==> src/rtl/overlay_marker_writer.sv <==
// overlay_marker_writer: draws clipped cross-shaped markers into an SRAM frame buffer
// as byte-masked {mask,addr,data} writes. Define OVERLAY_COALESCE_EN to merge same-word horizontal pixels.
module overlay_marker_writer #(
  parameter int          WIDTH      = 800,
  parameter int          HEIGHT     = 600,
  parameter int          XW         = 10,
  parameter int          RADIUS     = 2,
  parameter logic [7:0]  MARK_VALUE = 8'hFF
) (
  input  logic          clock,
  input  logic          reset,
  input  logic          event_valid,
  output logic          event_ready,
  input  logic [XW-1:0] event_x,
  input  logic [XW-1:0] event_y,
  input  logic [17:0]   base_addr,
  output logic [53:0]   dout,
  output logic          dout_valid,
  input  logic          dout_ready,
  output logic          busy,
  output logic [15:0]   marks_done
);
  localparam int            IW       = 19;
  localparam int            CW       = XW + 1;
  localparam logic [CW-1:0] RAD      = CW'(RADIUS);
  localparam logic [CW-1:0] X_MAX    = CW'(WIDTH - 1);
  localparam logic [CW-1:0] Y_MAX    = CW'(HEIGHT - 1);
  localparam logic [IW-1:0] ROW_STEP = IW'(WIDTH);

  typedef enum logic [1:0] {IDLE, LOAD, HORIZ, VERT} state_t;

  state_t        state_reg, state_next;
  logic [CW-1:0] x0_reg, x0_next, y0_reg, y0_next;
  logic [CW-1:0] x_cur_reg, x_cur_next, x_hi_reg, x_hi_next;
  logic [CW-1:0] y_cur_reg, y_cur_next, y_hi_reg, y_hi_next;
  logic [IW-1:0] idx_reg, idx_next;
  logic [17:0]   base_reg, base_next;
  logic          gen_done_reg, gen_done_next;
  logic [53:0]   dout_reg, dout_next;
  logic          dout_valid_reg, dout_valid_next;
  logic [15:0]   marks_reg, marks_next;

  // Coordinates carry one spare bit so x0+R never wraps before clipping
  logic [CW-1:0] x_sum, y_sum, x_lo_c, x_hi_c, y_lo_c, y_hi_c;
  logic          out_of_range;
  always_comb begin
    x_sum        = x0_reg + RAD;
    y_sum        = y0_reg + RAD;
    x_lo_c       = (x0_reg >= RAD) ? x0_reg - RAD : '0;
    y_lo_c       = (y0_reg >= RAD) ? y0_reg - RAD : '0;
    x_hi_c       = (x_sum > X_MAX) ? X_MAX : x_sum;
    y_hi_c       = (y_sum > Y_MAX) ? Y_MAX : y_sum;
    out_of_range = (x0_reg > X_MAX) || (y0_reg > Y_MAX);
  end

  logic [1:0]    lane, span, lane_hi;
  logic [CW-1:0] rem;
  logic [3:0]    mask;
  logic          last_h;
  assign lane = idx_reg[1:0];
  assign rem  = x_hi_reg - x_cur_reg;

`ifdef OVERLAY_COALESCE_EN
  // span = extra pixels of this row that fall in the current word
  always_comb begin
    span = 2'd0;
    if (state_reg == HORIZ)
      span = (rem < CW'(2'd3 - lane)) ? rem[1:0] : 2'd3 - lane;
  end
`else
  assign span = 2'd0;
`endif

  assign lane_hi = lane + span;
  assign last_h  = (rem == CW'(span));

  genvar gi;
  generate
    for (gi = 0; gi < 4; gi++) begin : g_mask
      assign mask[gi] = (2'(gi) >= lane) && (2'(gi) <= lane_hi);
    end
  endgenerate

  logic [53:0] wr_word;
  assign wr_word = {mask, base_reg + {1'b0, idx_reg[IW-1:2]}, {4{MARK_VALUE}}};

  // During HORIZ y_cur holds y_lo; the centre row is skipped since HORIZ drew it
  logic [CW-1:0] v_first, v_next_y;
  logic [IW-1:0] v_first_idx, v_step_idx;
  logic          has_vert, v_skip, last_v;
  assign v_first     = (y_cur_reg == y0_reg) ? y0_reg + CW'(1) : y_cur_reg;
  assign v_first_idx = IW'(v_first) * ROW_STEP + IW'(x0_reg);
  assign has_vert    = (y_hi_reg != y_cur_reg);
  assign v_skip      = (y_cur_reg + CW'(1) == y0_reg);
  assign v_next_y    = y_cur_reg + (v_skip ? CW'(2) : CW'(1));
  assign v_step_idx  = v_skip ? ROW_STEP + ROW_STEP : ROW_STEP;
  assign last_v      = (v_next_y > y_hi_reg);

  logic load_en, handshake;
  assign handshake = dout_valid_reg && dout_ready;
  assign load_en   = !gen_done_reg && (!dout_valid_reg || dout_ready);

  always_comb begin
    state_next      = state_reg;
    x0_next         = x0_reg;
    y0_next         = y0_reg;
    x_cur_next      = x_cur_reg;
    x_hi_next       = x_hi_reg;
    y_cur_next      = y_cur_reg;
    y_hi_next       = y_hi_reg;
    idx_next        = idx_reg;
    base_next       = base_reg;
    gen_done_next   = gen_done_reg;
    dout_next       = dout_reg;
    dout_valid_next = dout_valid_reg;
    marks_next      = marks_reg;
    case (state_reg)
      IDLE: begin
        if (event_valid && event_ready) begin
          x0_next       = {1'b0, event_x};
          y0_next       = {1'b0, event_y};
          base_next     = base_addr;
          gen_done_next = 1'b0;
          state_next    = LOAD;
        end
      end
      LOAD: begin
        if (out_of_range) begin
          state_next = IDLE;
        end else begin
          x_cur_next = x_lo_c;
          x_hi_next  = x_hi_c;
          y_cur_next = y_lo_c;
          y_hi_next  = y_hi_c;
          idx_next   = IW'(y0_reg) * ROW_STEP + IW'(x_lo_c);
          state_next = HORIZ;
        end
      end
      HORIZ, VERT: begin
        if (handshake)
          dout_valid_next = 1'b0;
        if (gen_done_reg && handshake) begin
          state_next = IDLE;
          marks_next = marks_reg + 16'd1;
        end else if (load_en) begin
          dout_next       = wr_word;
          dout_valid_next = 1'b1;
          if (state_reg == HORIZ) begin
            if (!last_h) begin
              x_cur_next = x_cur_reg + CW'(span) + CW'(1);
              idx_next   = idx_reg + IW'(span) + IW'(1);
            end else if (has_vert) begin
              state_next = VERT;
              y_cur_next = v_first;
              idx_next   = v_first_idx;
            end else begin
              gen_done_next = 1'b1;
            end
          end else begin
            if (last_v) begin
              gen_done_next = 1'b1;
            end else begin
              y_cur_next = v_next_y;
              idx_next   = idx_reg + v_step_idx;
            end
          end
        end
      end
      default: state_next = IDLE;
    endcase
  end

  always_ff @(posedge clock or posedge reset) begin
    if (reset) begin
      state_reg      <= IDLE;
      x0_reg         <= '0;
      y0_reg         <= '0;
      x_cur_reg      <= '0;
      x_hi_reg       <= '0;
      y_cur_reg      <= '0;
      y_hi_reg       <= '0;
      idx_reg        <= '0;
      base_reg       <= '0;
      gen_done_reg   <= 1'b0;
      dout_reg       <= '0;
      dout_valid_reg <= 1'b0;
      marks_reg      <= '0;
    end else begin
      state_reg      <= state_next;
      x0_reg         <= x0_next;
      y0_reg         <= y0_next;
      x_cur_reg      <= x_cur_next;
      x_hi_reg       <= x_hi_next;
      y_cur_reg      <= y_cur_next;
      y_hi_reg       <= y_hi_next;
      idx_reg        <= idx_next;
      base_reg       <= base_next;
      gen_done_reg   <= gen_done_next;
      dout_reg       <= dout_next;
      dout_valid_reg <= dout_valid_next;
      marks_reg      <= marks_next;
    end
  end

  assign event_ready = (state_reg == IDLE) && !reset;
  assign busy        = (state_reg != IDLE);
  assign dout        = dout_reg;
  assign dout_valid  = dout_valid_reg;
  assign marks_done  = marks_reg;
endmodule

==> config.mk <==
export PLATFORM = sky130hd
export DESIGN_NAME = overlay_marker_writer
export DESIGN_NICKNAME = d
export VERILOG_FILES = /design/src/rtl/overlay_marker_writer.sv
export SDC_FILE = /design/constraint.sdc
export NUM_CORES = 1
export LEC_CHECK = 0
export ABC_AREA = 0
export CAP_MARGIN = 5
export CORE_MARGIN = 4
export CORE_UTILIZATION = 60
export DETAILED_ROUTE_END_ITERATION = 8
export PLACE_DENSITY_LB_ADDON = 0.2
export SLEW_MARGIN = 20
export SYNTH_ARGS = -nofsm -noshare
export SYNTH_HDL_FRONTEND = slang
export SYNTH_SLANG_ARGS = --single-unit
==> constraint.sdc <==
create_clock -name clock -period 6 [get_ports clock]
set_input_delay 0.9 -clock clock [delete_from_list [all_inputs] [get_ports clock]]
set_output_delay 0.9 -clock clock [all_outputs]
set_load 0.01 [all_outputs]
# After elaboration in Yosys (flattened, before gate mapping)
# Cells that the tools add are included.
dict set report op_classes {
  n_lt_le_gt_ge 15
  addsub 15
  muxes 48
  multipliers 2
  bitwise_logic 2
  n_eq_ne 22
  reduce_logical 29
}
# operator count
set ops {}
lappend ops {{$mux 11} 18}
lappend ops {{$mux 19} 7}
lappend ops {{$pmux 11 s2} 2}
lappend ops {{$add 19x11->19} 2}
lappend ops {{$pmux 19 s2} 1}
lappend ops {{$ne 3x3->1 const B} 9}
lappend ops {{$add 10x2->11 const B} 2}
lappend ops {{$add 11x1->11 const B} 2}
lappend ops {{$eq 11x10->1} 2}
lappend ops {{$gt 11x10->1 const B} 2}
lappend ops {{$sub 10x2->11 const B} 2}
lappend ops {{$ge 10x2->1 const B} 2}
lappend ops {{$gt 10x10->1 const B} 2}
lappend ops {{$add 19x1->19 const B} 1}
lappend ops {{$add 19x10->19} 1}
lappend ops {{$add 18x17->18} 1}
lappend ops {{$add 16x1->16 const B} 1}
lappend ops {{$mux 2} 8}
lappend ops {{$mul 10x5->14 const B} 1}
lappend ops {{$mul 11x5->14 const B} 1}
lappend ops {{$reduce_and 7->1} 2}
lappend ops {{$ne 2x2->1 const B} 6}
lappend ops {{$reduce_and 6->1} 2}
lappend ops {{$add 10x1->11 const B} 1}
lappend ops {{25 further kinds} 55}
dict set report totals {
  ff_bits 175
  out_inout_bits 73
}

# Depth between registers and ports, before layout
dict set report logic_depth {
  word_depth 10
  mapped_depth 25
  depth_no_buf 23
}

# Least setup slack after synthesis
# OpenSTA, ideal clock, no wires.
dict set report synth_timing {
  path_kind {reg2reg}
  start {register y0_reg[5]}
  end {register idx_reg[18]}
  setup_ps 82
  n_path_buf 3
  path_stages_with_launch 23
  path_slack_ps 696
  t_arrival_ps 5222
  path_cell_list {dfrtp_1 clkbuf_1 xor2_1 nor4_1 nand3_1 clkbuf_1 buf_1 o21ai_0 ha_1 ha_1 inv_1 fa_1 inv_1 ha_1 nor2b_1 o31a_1 a21oi_1 nand4_1 nor4bb_1 and4_1 nor3_1 nand4b_1 a31oi_1}
}
dict set report synth_via {
  elab_chain_cells 10
  word_cells_on_any_way 26
  cone_classes {add/sub: 5; mul: 2; order compare: 2; eq/ne: 4; mux: 11; reduce/logical: 2}
}
# element line
set synth_lines {}
lappend synth_lines {{start, declared} 33} ;# logic [CW-1:0] x0_reg, x0_next, y0_reg, y0_next;
lappend synth_lines {{start signal, assigned} 191} ;# y0_reg <= y0_next;
lappend synth_lines {{$add 10x1->11 / $eq 11x10->1 (equally long branches)} 91} ;# assign v_first = (y_cur_reg == y0_reg) ? y0_reg + CW'(1) : y_cur_reg;
lappend synth_lines {{$mux 11} 91}
lappend synth_lines {{$mul 11x5->14} 92} ;# assign v_first_idx = IW'(v_first) * ROW_STEP + IW'(x0_reg);
lappend synth_lines {{$add 19x10->19} 92}
lappend synth_lines {{$mux 19} 152} ;# end else if (has_vert) begin
lappend synth_lines {{$mux 19} 149} ;# if (!last_h) begin
lappend synth_lines {{$mux 19} 148} ;# if (state_reg == HORIZ) begin
lappend synth_lines {{$mux 19} 145} ;# end else if (load_en) begin
lappend synth_lines {{$mux 19} 142} ;# if (gen_done_reg && handshake) begin
lappend synth_lines {{$pmux 19 s2} 117} ;# case (state_reg)
lappend synth_lines {{end signal, assigned} 196} ;# idx_reg <= idx_next;
lappend synth_lines {{end, declared} 36} ;# logic [IW-1:0] idx_reg, idx_next;
# Several ways; a longest one is shown, not always the timed one. The select of a mux whose other input is x is not followed.
# A chain may end at the register's enable or synchronous reset.

# Worst setup path in the final report
dict set report layout_timing {
  start {register y0_reg[2]}
  end {register idx_reg[18]}
}
# Same word-level chain as after synthesis.

==> results.sh <==
export IMPL_root_buffer="clkbuf_16"
export IMPL_multiInputGateArea_sq_um=8550
export IMPL_routed_top_layer="met4"
export IMPL_dieArea_sq_um=24300
export IMPL_async_flop_share_pct=100
export IMPL_max_cap_violations=0
export IMPL_setup_tns_ns=0
export IMPL_wl_met3_um=2630
export IMPL_crit_slowest_cell="nor4bb_1"
export IMPL_cts_sinks=144
export IMPL_cp_max_fo=9
export IMPL_grt_pass1_wl_um=55600
export IMPL_synth_fp_nets=1721
export IMPL_grt_usage_pct=28.5
export IMPL_period_minus_slack_ns=5.57
export IMPL_yosysWarnings=0
export IMPL_final_nets=1799
export IMPL_routabilityCongestion=0.963
export IMPL_status="complete, no violations"
export IMPL_end_kind="flop"
export IMPL_fp_dieW_um=156
export IMPL_totalWireLength_um=34400
export IMPL_post_drt_via_cell_ratio=5.98
export IMPL_max_stage_delay_ns=0.59
export IMPL_postCtsSetupBuffers=0
export IMPL_design_area_sq_um=15000
export IMPL_antenna_found_initial=0
export IMPL_cts_resized=0
export IMPL_synthFlopType="dfrtp_1"
export IMPL_h_tree_depth=4
export IMPL_skew_ns=0.00899
export IMPL_vias=11200
export IMPL_synth_distinct_cells=78
export IMPL_max_slew_margin_rel_pct=23.6
export IMPL_ys_seq_area_share_pct=27.5
export IMPL_critPathRequiredTime_ns=6.35
export IMPL_synth_edf_count=0
export IMPL_first_pass_iters=6
export IMPL_drive_above_1_share_pct=7.98
export IMPL_syn_area_per_cell_sq_um=8.67
export IMPL_antenna_cells=0
export IMPL_drc=0
export IMPL_routedWlPerCell_um=18.3
export IMPL_grt_max_degree=82
export IMPL_synth_area_sq_um=13100
export IMPL_io_buffers=114
export IMPL_std_cell_rows=53
export IMPL_clk_pin_slew_worst_paths_ns=0.07
export IMPL_core_sq_um=21300
export IMPL_clock_latency_ns=0.43
export IMPL_finalHoldViolCount=0
export IMPL_largest_reg_flops=23
export IMPL_setup_viol=0
export IMPL_initialDrtViolationCount=1004
export IMPL_worst_ep_arrival_time_ns=5.92
export IMPL_post_route_period_util_pct=92.8
export IMPL_cts_buffers=17
export IMPL_tightest_slew_ns=1.14
export IMPL_nFillCells=1720
export IMPL_dpl_instance_area_sq_um=14400
export IMPL_hold_class="flop to flop"
export IMPL_crit_chain="buf_4 > ha_1 > nand2_1 > xnor2_1 > nor2_1 > a21oi_1 > ha_1 > ha_1 > inv_1 > fa_1 > inv_1 > ha_1 > nor2b_1 > o31a_1 > a21oi_1 > nand4_1 > nor4bb_1 > and4_1 > nor3_1 > nand4b_1 > a31oi_1"
export IMPL_critical_path_class="flop to flop"
export IMPL_regArea_sq_um=3600
export IMPL_fmax_ghz=0.180
export IMPL_dp_hpwl_um=26300
export IMPL_die_h_um=156
export IMPL_rsz0062_at_grt="false"
export IMPL_drt_met1_wl_um=14700
export IMPL_dr_wl_met2_um=16200
export IMPL_grt_pass1_vias=10800
export IMPL_slew_violations=0
export IMPL_cpMostUsedCell="ha_1"
export IMPL_worst_setup_path_start_kind="flop"
export IMPL_start_util_pct=61.7
export IMPL_hold_buffers=0
export IMPL_syn_inst=1513
export IMPL_clockBufferDepth=2
export IMPL_synth_seq_cells=144
export IMPL_overflow=0
export IMPL_syn2layout_area_growth_pct=14.3
export IMPL_ant_nets=0
export IMPL_cts_tree="built"
export IMPL_pin_count=115
## cell usage after synthesis, drive strengths merged (4+ instances only)
library cell | n | area share (%)
nand2 | 132 | 3.8
nor3b | 7 | 0.40
nor2 | 115 | 3.3
and4 | 4 | 0.27
buf | 46 | 2.4
xor2 | 70 | 4.7
ha | 150 | 14
a211o | 4 | 0.27
nor2b | 9 | 0.43
a221oi | 4 | 0.31
and2 | 6 | 0.29
nor4 | 11 | 0.64
nand4 | 17 | 0.81
or3 | 5 | 0.24
inv | 130 | 3.7
dfrtp | 144 | 27
o21a | 22 | 1.3
and3 | 19 | 0.94
nand2b | 8 | 0.38
o22a | 7 | 0.47
a211oi | 13 | 0.74
fa | 16 | 2.4
nor3 | 29 | 1.1
o31a | 5 | 0.33
a31oi | 15 | 0.76
o21ai | 72 | 2.8
o211ai | 9 | 0.51
o31ai | 17 | 0.97
a222oi | 8 | 0.61
clkbuf | 45 | 1.3
a21o | 22 | 1.3
nand3 | 48 | 1.8
a21boi | 5 | 0.29
a21oi | 89 | 3.4
o22ai | 5 | 0.24
mux2i | 23 | 1.8
xnor2 | 85 | 5.7
mux2 | 49 | 4.3
## cells in the final DEF, fill, tap and decap left out, drive strengths merged, types with 15 or more instances in the layout
cell | synthesis | layout
o21a | 22 | 22
nor2 | 115 | 115
nand4 | 17 | 17
a21o | 22 | 22
and3 | 19 | 19
clkbuf | 45 | 17
o31ai | 17 | 17
buf | 46 | 36
a21oi | 89 | 89
xor2 | 70 | 70
a31oi | 15 | 15
clkdlybuf4s50 | 0 | 114
xnor2 | 85 | 85
mux2 | 49 | 49
inv | 130 | 139
mux2i | 23 | 23
o21ai | 72 | 72
dfrtp | 144 | 144
nand3 | 48 | 48
ha | 150 | 150
nor3 | 29 | 29
nand2 | 132 | 132
fa | 16 | 16
## critical path: cells and delay by family, from the launching register on
| family | cells | cell delay, ns |
|---|---|---|
| xor gates and xnor gates | 1 | 0.23 |
| buffers and inverters | 3 | 0.34 |
| DFF | 1 | 0.42 |
| and+or+nand+nor | 8 | 1.68 |
| adders and majority gates | 5 | 1.85 |
| AOI/OAI and AO/OA | 4 | 0.96 |
## final timing paths
| path | cells after the start | start | slack (ns) | to |
|---|---|---|---|---|
| setup / recovery | 21 | y0_reg[2] | 0.43 | idx_reg[18] |
| hold / removal | 2 | dout[38] | 0.48 | dout[38] |
| setup reg to reg | 21 | y0_reg[2] | 0.43 | idx_reg[18] |
| hold reg to reg | 2 | dout[38] | 0.48 | dout[38] |
| max in group asynchronous | 3 | reset | 3.94 | base_reg[14] |
| min in group asynchronous | 2 | reset | 0.94 | x_cur_reg[0] |
## through the flow
stage | setup WS [ns] | cells | util (%) | hold slack [ns]
final | 0.430 | 1879 | 70.5 | 0.478
after global routing | 0.0203 | 1879 | 70.5 | 0.495
after global placement | 0.569 | 1847 | 67.7 | 0.462
after floorplan | 0.696 | 1513 | - | 0.453
after detailed placement | 0.465 | 1847 | 67.7 | 0.466
after CTS | 0.448 | 1879 | 70.5 | 0.482
## layer usage
metal,GRT usage [%],vias up
met4,8.55,0
met1,38.5,5280
met5,0,-
li1,-,5432
met3,5.66,71
met2,46.6,457
## cells by family after synthesis
group	Yosys count	synth area share, %
AO/OA/AOI/OAI	332	16.7
XOR/XNOR	156	10.5
adder cells (fa/ha/maj)	166	16.7
buffers and inverters	221	7.43
flip-flops	144	27.5
multiplexers	72	6.02
AND/OR/NAND/NOR	422	15.1
## area by class of cell
type	count	area share (%)
clock buffer	17	2.83
clock inverter	15	1.10
inverter	130	3.28
multi-input combinational	1148	57.0
sequential	144	24.0
tap	275	2.29
timing repair buffer	150	9.51
Power is left out: the tool's default activity adds up to more than one toggle a clock period on the data nets, which glitch-free logic cannot reach.
